**src/rtl/vision_pkg.sv**
```systemverilog
// Shared vision constants: screen region boundaries, region result encoding
// and the region-detect FSM state type.
package vision_pkg;

    localparam int unsigned PIX_W       = 10;
    localparam int unsigned COL_W       = 8;
    localparam int unsigned CNT_W       = 17;
    localparam int unsigned NUM_REGIONS = 4;
    localparam int unsigned REG_W       = 2;
    localparam int unsigned HOLD_W      = 8;

    localparam logic [PIX_W-1:0] X_REG1  = 10'd160;
    localparam logic [PIX_W-1:0] X_REG2  = 10'd320;
    localparam logic [PIX_W-1:0] X_REG3  = 10'd480;
    localparam logic [PIX_W-1:0] X_LIMIT = 10'd640;
    localparam logic [PIX_W-1:0] Y_LIMIT = 10'd480;

    localparam logic [CNT_W-1:0] CNT_MAX = '1;

    typedef logic [REG_W-1:0] region_idx_t;

    // vld=0 encodes "no region won"
    typedef struct packed {
        logic        vld;
        region_idx_t idx;
    } region_res_t;

    localparam region_res_t REGION_NONE = '{vld: 1'b0, idx: '0};

    typedef enum logic [1:0] {
        IDLE,
        ACCUM,
        CMP,
        UPD
    } det_state_t;

    function automatic logic [NUM_REGIONS-1:0] region_onehot(input region_res_t r);
        return r.vld ? (NUM_REGIONS'(1) << r.idx) : '0;
    endfunction

endpackage

```
**src/rtl/glove_pixel_classify.sv**
```systemverilog
// Combinational glove-colour test and screen-region lookup for one pixel.
module glove_pixel_classify
    import vision_pkg::*;
#(
    parameter logic [COL_W-1:0] R_MIN = 8'd150,
    parameter logic [COL_W-1:0] G_MAX = 8'd100,
    parameter logic [COL_W-1:0] B_MAX = 8'd100
) (
    input  logic              pix_valid,
    input  logic [PIX_W-1:0]  x_pos,
    input  logic [PIX_W-1:0]  y_pos,
    input  logic [COL_W-1:0]  r,
    input  logic [COL_W-1:0]  g,
    input  logic [COL_W-1:0]  b,
    output logic              hit_c,
    output region_idx_t       region_c
);

    always_comb begin
        hit_c = pix_valid && (x_pos < X_LIMIT) && (y_pos < Y_LIMIT) &&
                (r >= R_MIN) && (g <= G_MAX) && (b <= B_MAX);

        if (x_pos < X_REG1) begin
            region_c = 2'd0;
        end else if (x_pos < X_REG2) begin
            region_c = 2'd1;
        end else if (x_pos < X_REG3) begin
            region_c = 2'd2;
        end else begin
            region_c = 2'd3;
        end
    end

endmodule

```
**src/rtl/glove_region_detect.sv**
```systemverilog
// Per-frame glove pixel counting over four vertical screen regions; flags the
// winning region. Optional DEBOUNCE_EN holds flags until a result repeats.
module glove_region_detect
    import vision_pkg::*;
#(
    parameter logic [COL_W-1:0] R_MIN        = 8'd150,
    parameter logic [COL_W-1:0] G_MAX        = 8'd100,
    parameter logic [COL_W-1:0] B_MAX        = 8'd100,
    parameter logic [CNT_W-1:0] COUNT_THRESH = 17'd2000,
    parameter int unsigned      HOLD_FRAMES  = 3
) (
    input  logic              clk,
    input  logic              rst_n,
    input  logic              en_regions,
    input  logic              frame_start,
    input  logic              frame_end,
    input  logic              pix_valid,
    input  logic [PIX_W-1:0]  x_pos,
    input  logic [PIX_W-1:0]  y_pos,
    input  logic [COL_W-1:0]  R,
    input  logic [COL_W-1:0]  G,
    input  logic [COL_W-1:0]  B,
    output logic              red_flag,
    output logic              green_flag,
    output logic              blue_flag,
    output logic              yellow_flag,
    output logic              flag_valid
);

`ifdef DEBOUNCE_EN
    localparam bit DEB_ON = 1'b1;
`else
    localparam bit DEB_ON = 1'b0;
`endif
    // Without debounce a single matching UPD is enough to commit a result
    localparam int unsigned HOLD_REQ = DEB_ON ? HOLD_FRAMES : 1;

    det_state_t              state_q, state_d;
    logic [CNT_W-1:0]        cnt_q [NUM_REGIONS];
    logic [CNT_W-1:0]        cnt_d [NUM_REGIONS];
    region_idx_t             cmp_idx_q, cmp_idx_d;
    logic [CNT_W-1:0]        best_cnt_q, best_cnt_d;
    region_idx_t             best_idx_q, best_idx_d;
    logic [NUM_REGIONS-1:0]  flags_q, flags_d;
    logic                    flag_valid_q, flag_valid_d;
    logic [HOLD_W-1:0]       hold_q, hold_d;
    region_res_t             cand_q, cand_d;
    region_res_t             res;

    logic                    hit_c;
    region_idx_t             region_c;

    glove_pixel_classify #(
        .R_MIN (R_MIN),
        .G_MAX (G_MAX),
        .B_MAX (B_MAX)
    ) u_classify (
        .pix_valid (pix_valid),
        .x_pos     (x_pos),
        .y_pos     (y_pos),
        .r         (R),
        .g         (G),
        .b         (B),
        .hit_c     (hit_c),
        .region_c  (region_c)
    );

    always_comb begin
        state_d      = state_q;
        cnt_d        = cnt_q;
        cmp_idx_d    = cmp_idx_q;
        best_cnt_d   = best_cnt_q;
        best_idx_d   = best_idx_q;
        flags_d      = flags_q;
        flag_valid_d = 1'b0;
        hold_d       = hold_q;
        cand_d       = cand_q;
        res          = REGION_NONE;

        if (!en_regions) begin
            state_d = IDLE;
            flags_d = '0;
        end else begin
            unique case (state_q)
                IDLE: begin
                    if (frame_start) begin
                        state_d = ACCUM;
                        cnt_d   = '{default: '0};
                    end
                end
                ACCUM: begin
                    // frame_end wins over a simultaneous frame_start
                    if (frame_end) begin
                        state_d    = CMP;
                        cmp_idx_d  = '0;
                        best_cnt_d = '0;
                        best_idx_d = '0;
                    end else if (frame_start) begin
                        cnt_d = '{default: '0};
                    end else if (hit_c && (cnt_q[region_c] != CNT_MAX)) begin
                        cnt_d[region_c] = cnt_q[region_c] + CNT_W'(1);
                    end
                end
                CMP: begin
                    // strict > keeps ties on the lower region index
                    if ((cmp_idx_q == '0) || (cnt_q[cmp_idx_q] > best_cnt_q)) begin
                        best_cnt_d = cnt_q[cmp_idx_q];
                        best_idx_d = cmp_idx_q;
                    end
                    cmp_idx_d = cmp_idx_q + REG_W'(1);
                    if (cmp_idx_q == REG_W'(NUM_REGIONS - 1)) begin
                        state_d = UPD;
                    end
                end
                UPD: begin
                    if (best_cnt_q >= COUNT_THRESH) begin
                        res = '{vld: 1'b1, idx: best_idx_q};
                    end
                    if (res == cand_q) begin
                        hold_d = (hold_q == '1) ? hold_q : hold_q + HOLD_W'(1);
                    end else begin
                        cand_d = res;
                        hold_d = HOLD_W'(1);
                    end
                    if (hold_d >= HOLD_W'(HOLD_REQ)) begin
                        flags_d = region_onehot(res);
                    end
                    flag_valid_d = 1'b1;
                    state_d      = ACCUM;
                    cnt_d        = '{default: '0};
                end
                default: state_d = IDLE;
            endcase
        end
    end

    always_ff @(posedge clk) begin
        if (!rst_n) begin
            state_q      <= IDLE;
            cnt_q        <= '{default: '0};
            cmp_idx_q    <= '0;
            best_cnt_q   <= '0;
            best_idx_q   <= '0;
            flags_q      <= '0;
            flag_valid_q <= 1'b0;
            hold_q       <= '0;
            cand_q       <= REGION_NONE;
        end else begin
            state_q      <= state_d;
            cnt_q        <= cnt_d;
            cmp_idx_q    <= cmp_idx_d;
            best_cnt_q   <= best_cnt_d;
            best_idx_q   <= best_idx_d;
            flags_q      <= flags_d;
            flag_valid_q <= flag_valid_d;
            hold_q       <= hold_d;
            cand_q       <= cand_d;
        end
    end

    assign red_flag    = flags_q[0];
    assign green_flag  = flags_q[1];
    assign blue_flag   = flags_q[2];
    assign yellow_flag = flags_q[3];
    assign flag_valid  = flag_valid_q;

endmodule

```
**config.mk**
```make
export PLATFORM = sky130hd
export DESIGN_NAME = glove_region_detect
export DESIGN_NICKNAME = d
export VERILOG_FILES = /design/src/rtl/vision_pkg.sv /design/src/rtl/glove_pixel_classify.sv /design/src/rtl/glove_region_detect.sv
export SDC_FILE = /design/constraint.sdc
export NUM_CORES = 1
export LEC_CHECK = 0
export ABC_AREA = 1
export ABC_CLOCK_PERIOD_IN_PS = 3700
export BUFFER_PORTS_ARGS = -buffer_cell sky130_fd_sc_hd__buf_2
export CAP_MARGIN = 10
export CORE_MARGIN = 3
export CORE_UTILIZATION = 42
export DETAILED_ROUTE_END_ITERATION = 7
export HOLD_SLACK_MARGIN = 0.05
export PLACE_DENSITY = 0.7
export SLEW_MARGIN = 10
export SYNTH_ARGS = -nofsm -noshare
export SYNTH_HDL_FRONTEND = slang
export SYNTH_HIERARCHICAL = 1
export SYNTH_SLANG_ARGS = --single-unit
```
**constraint.sdc**
```tcl
create_clock -name clk -period 3.7 [get_ports clk]
set_clock_uncertainty 0.05 [all_clocks]
set_input_delay 0.74 -clock clk [delete_from_list [all_inputs] [get_ports clk]]
set_output_delay 0.74 -clock clk [all_outputs]
set_load 0.005 [all_outputs]
```
==> flow_metrics.tcl <==
set metrics [dict create \
    reg2reg_slack_ps 470 \
    power.total_uw 2620 \
    cp_top_family "simple AND/OR/NAND/NOR gates" \
    arrival_ps 3700 \
    worst_skew_pair.late_latency_ps 360 \
    report.final.slew_viol_count 0 \
    leakage_uw 0.00335 \
    antenna_found_initial 0 \
    core-area_sq_um 14800 \
    crit_slowest_cell "nor2_4" \
    worst_ep_required_time_ps 3920 \
    grt_use_total_pct 22.5 \
    cap_violations 0 \
    synth_edf_count 0 \
    period_needed_ps 3480 \
    seqPwrFrac_pct 45.3 \
    drive_gt1_share_pct 15.6 \
    setup_violations 0 \
    die-area_sq_um 16900 \
    synth_top_cell_area_share_pct 33.1 \
    rr_worst_depth 16 \
    min-delay-start "cnt_q[17]" \
    yosys.area.top_type "dfxtp_1" \
    nets 1205 \
    p_sw_uw 802 \
    r2r_end "best_idx_q[0]" \
    cp-start-kind "input pin" \
    setup-tns-final_ps 0 \
    ir_drop_mv 0.255 \
    dr.first_iter.drc_count 592 \
    max_freq_mhz 287 \
    path_class "in -> reg" \
    via_per_inst 5.33 \
    die_y_um 130 \
    maxSlewHeadroom_pct 45.3 \
    cts_tree "built" \
    fin_area_sq_um 7820 \
    crit_fanout 6 \
    hold_violations 0 \
    cts-htree-levels 3 \
    path_buf_inv 6 \
    worst_pin_slew_ps 821 \
    synth_common_cells "294 x nand2_1, 118 x nor2_1, 111 x a21oi_1, 107 x dfxtp_1, 93 x nand3_1" \
    area_growth_syn_to_layout_pct 20.7 \
    hpwl_mm 13.5 \
    yosysMostFrequentCell "nand2_1" \
    grt_pass1_vias 6233 \
    drc 0 \
    switching_share_pct 30.6 \
    synth_area_leaders "dfxtp_1 33%, nand2_1 17%, a21oi_1 8.6%" \
    hold_end "cnt_q[17]" \
    clockBufferDepth 2 \
    async_flop_share_pct 0 \
    synth_flop_cell "dfxtp_1" \
    io_pins 55 \
    antenna_left 0 \
    syn_avg_cell_area_sq_um 6.25 \
    cellPowerDensity_nw_per_um2 335 \
    post-place-ws_ps -377 \
    die_w_um 130 \
    cts_root_buffer "clkbuf_16" \
    startpoint "x_pos[6]" \
    num_rows 44 \
    yosysWarnings 6 \
    final_util_pct 52.8 \
    synth_seq_cells 107 \
    first_pass_iters 6 \
    grt_pass1_wl_mm 30.5 \
    status "finished, final reports clean" \
    drt_wl_total_mm 18.9 \
    synthesis.area_sq_um 6470 \
    p_int_uw 1820 \
    post_drt_wl_per_cell_um 14.4 \
    p_comb_share_pct 20.4 \
    path_clk_slew_ps 70 \
    clkPwrFrac_pct 34.3 \
    cts_buffers 9 \
    netlist_instances 1035 \
    worstReg2RegStart "cmp_idx_q[0]" \
    synth_cell_types 37 \
    end_kind "flop" \
    initial_core_util_pct 43.7 \
    whs_path_depth 2 \
    dpl-instance-area_sq_um 7390 \
    cts_sinks 107 \
    grt_max_degree 41 \
    crit_top_cell "nand2_1" \
    port-buffer-count 43 \
    gp_congestion 0.994 \
    hold_class "reg -> reg" \
    syn_nets 1112 \
    ys_seq_area_share_pct 33.1 \
    fin_crit_sh_pct 94.0 \
    fin_ws_ps 220 \
    slowest_delay_ps 300 \
    n_antenna_cell 0 \
    grt_overflow_total 0 \
    worstPathCellList "buf_2 > o21ai_0 > nand2_2 > nor2_4 > buf_12 > buf_4 > nand2_1 > nand2_1 > nor2_2 > nor2_1 > nand2_1 > inv_1 > nand3_1 > nor3_2 > ha_1 > o21ai_1 > nand3_2 > inv_1 > o21ai_1 > buf_4 > nand2_1 > a21oi_1" \
    vias 7024 \
]
## layout make-up
| type | count | area, sq um |
|---|---|---|
| timing repair buffer | 124 | 915 |
| multi-input combinational | 785 | 3880 |
| clock buffer | 11 | 233 |
| sequential | 107 | 2140 |
| clock inverter | 5 | 30.0 |
| inverter | 101 | 387 |
| tap | 184 | 230 |
| fill | 1432 | 6990 |
## per-stage QoR
stage	cells	hold slack (ps)
finish	1317	421
global route	1317	444
CTS	1311	421
detailed placement	1295	411
global placement	1295	403
floorplan	1035	392
## kinds of logic (layout without fill, tap and decap cells)
group / Yosys count / after routing / share of synthesized area (%)
DFF: 107 / 107 / 33.1
AOI/OAI and AO/OA: 215 / 215 / 18.0
buffers and inverters: 144 / 241 / 8.68
and+or+nand+nor: 538 / 539 / 34.5
xor gates and xnor gates: 4 / 4 / 0.541
adders and majority gates: 27 / 27 / 5.22
## cell usage in the layout (no fill, tap or decap), drive strengths merged, types with 3 or more instances in the layout
master	n
a211oi	5
a21oi	111
a22o	3
a22oi	5
a31oi	3
buf	124
clkbuf	11
clkinv	4
dfxtp	107
ha	27
inv	100
nand2	296
nand3	94
nand4	9
nor2	123
nor2b	3
nor3	11
o21ai	63
o22ai	18
o31ai	3
xor2	4
## routing by layer
metal  vias to the layer above  GRT usage (%)  part of all wire (%)
met5                         -              0                     0
met1                      3199           31.9                    47
li1                       3586              -                     -
met3                        26           3.68                   6.4
met2                       213           34.7                    44
met4                         0           7.40                   2.1
## state kept, by name, indices dropped and copies added (netlist names)
register    cells
cmp_idx_q       2
flags_q         4
hold_q          8
flag_valid      1
cnt_q          68
best_idx_q      2
cand_q          3
state_q         2
best_cnt_q     17
## repair_timing
action / CTS / global route
hold buffers: 0 / 0
endpoints found under the setup margin: 2 / 68
gates resized for setup: 3 / 29
setup buffers: 0 / 5
gates cloned: 0 / 1
pin swaps: 0 / 8
## worst reg2reg max path: stages (launching register included)
cell	delay, ps
dfxtp_1	340
clkinv_1	460
o21ai_0	340
o22ai_1	210
ha_1	340
nand2_1	40
inv_1	60
nand3_1	110
nor3_1	260
nand4_1	130
nand3_1	110
o31ai_1	70
nand2_1	80
buf_4	280
nand3_1	130
nand2_1	80
nor2_1	40
## worst max path at each step
stage	slack, ps	cells after the start	endpoint
6_report	220	22	cnt_q[19]
3_5_place_dp	-380	23	cnt_q[64]
2_1_floorplan	-7	19	cnt_q[15]
4_1_cts	60	22	cnt_q[64]
5_1_grt	-30	24	cnt_q[42]
3_3_place_gp	-300	23	cnt_q[65]
## power by group through the flow
stage | logic [uW] | clock network, uW | registers (uW)
after global routing | 595 | 948 | 1190
after global placement | 499 | 0 | 1210
final | 533 | 899 | 1190
after floorplan | 331 | 0 | 1210
after CTS | 510 | 915 | 1190
after detailed placement | 504 | 0 | 1210
Power figures use the tool's default switching activity.
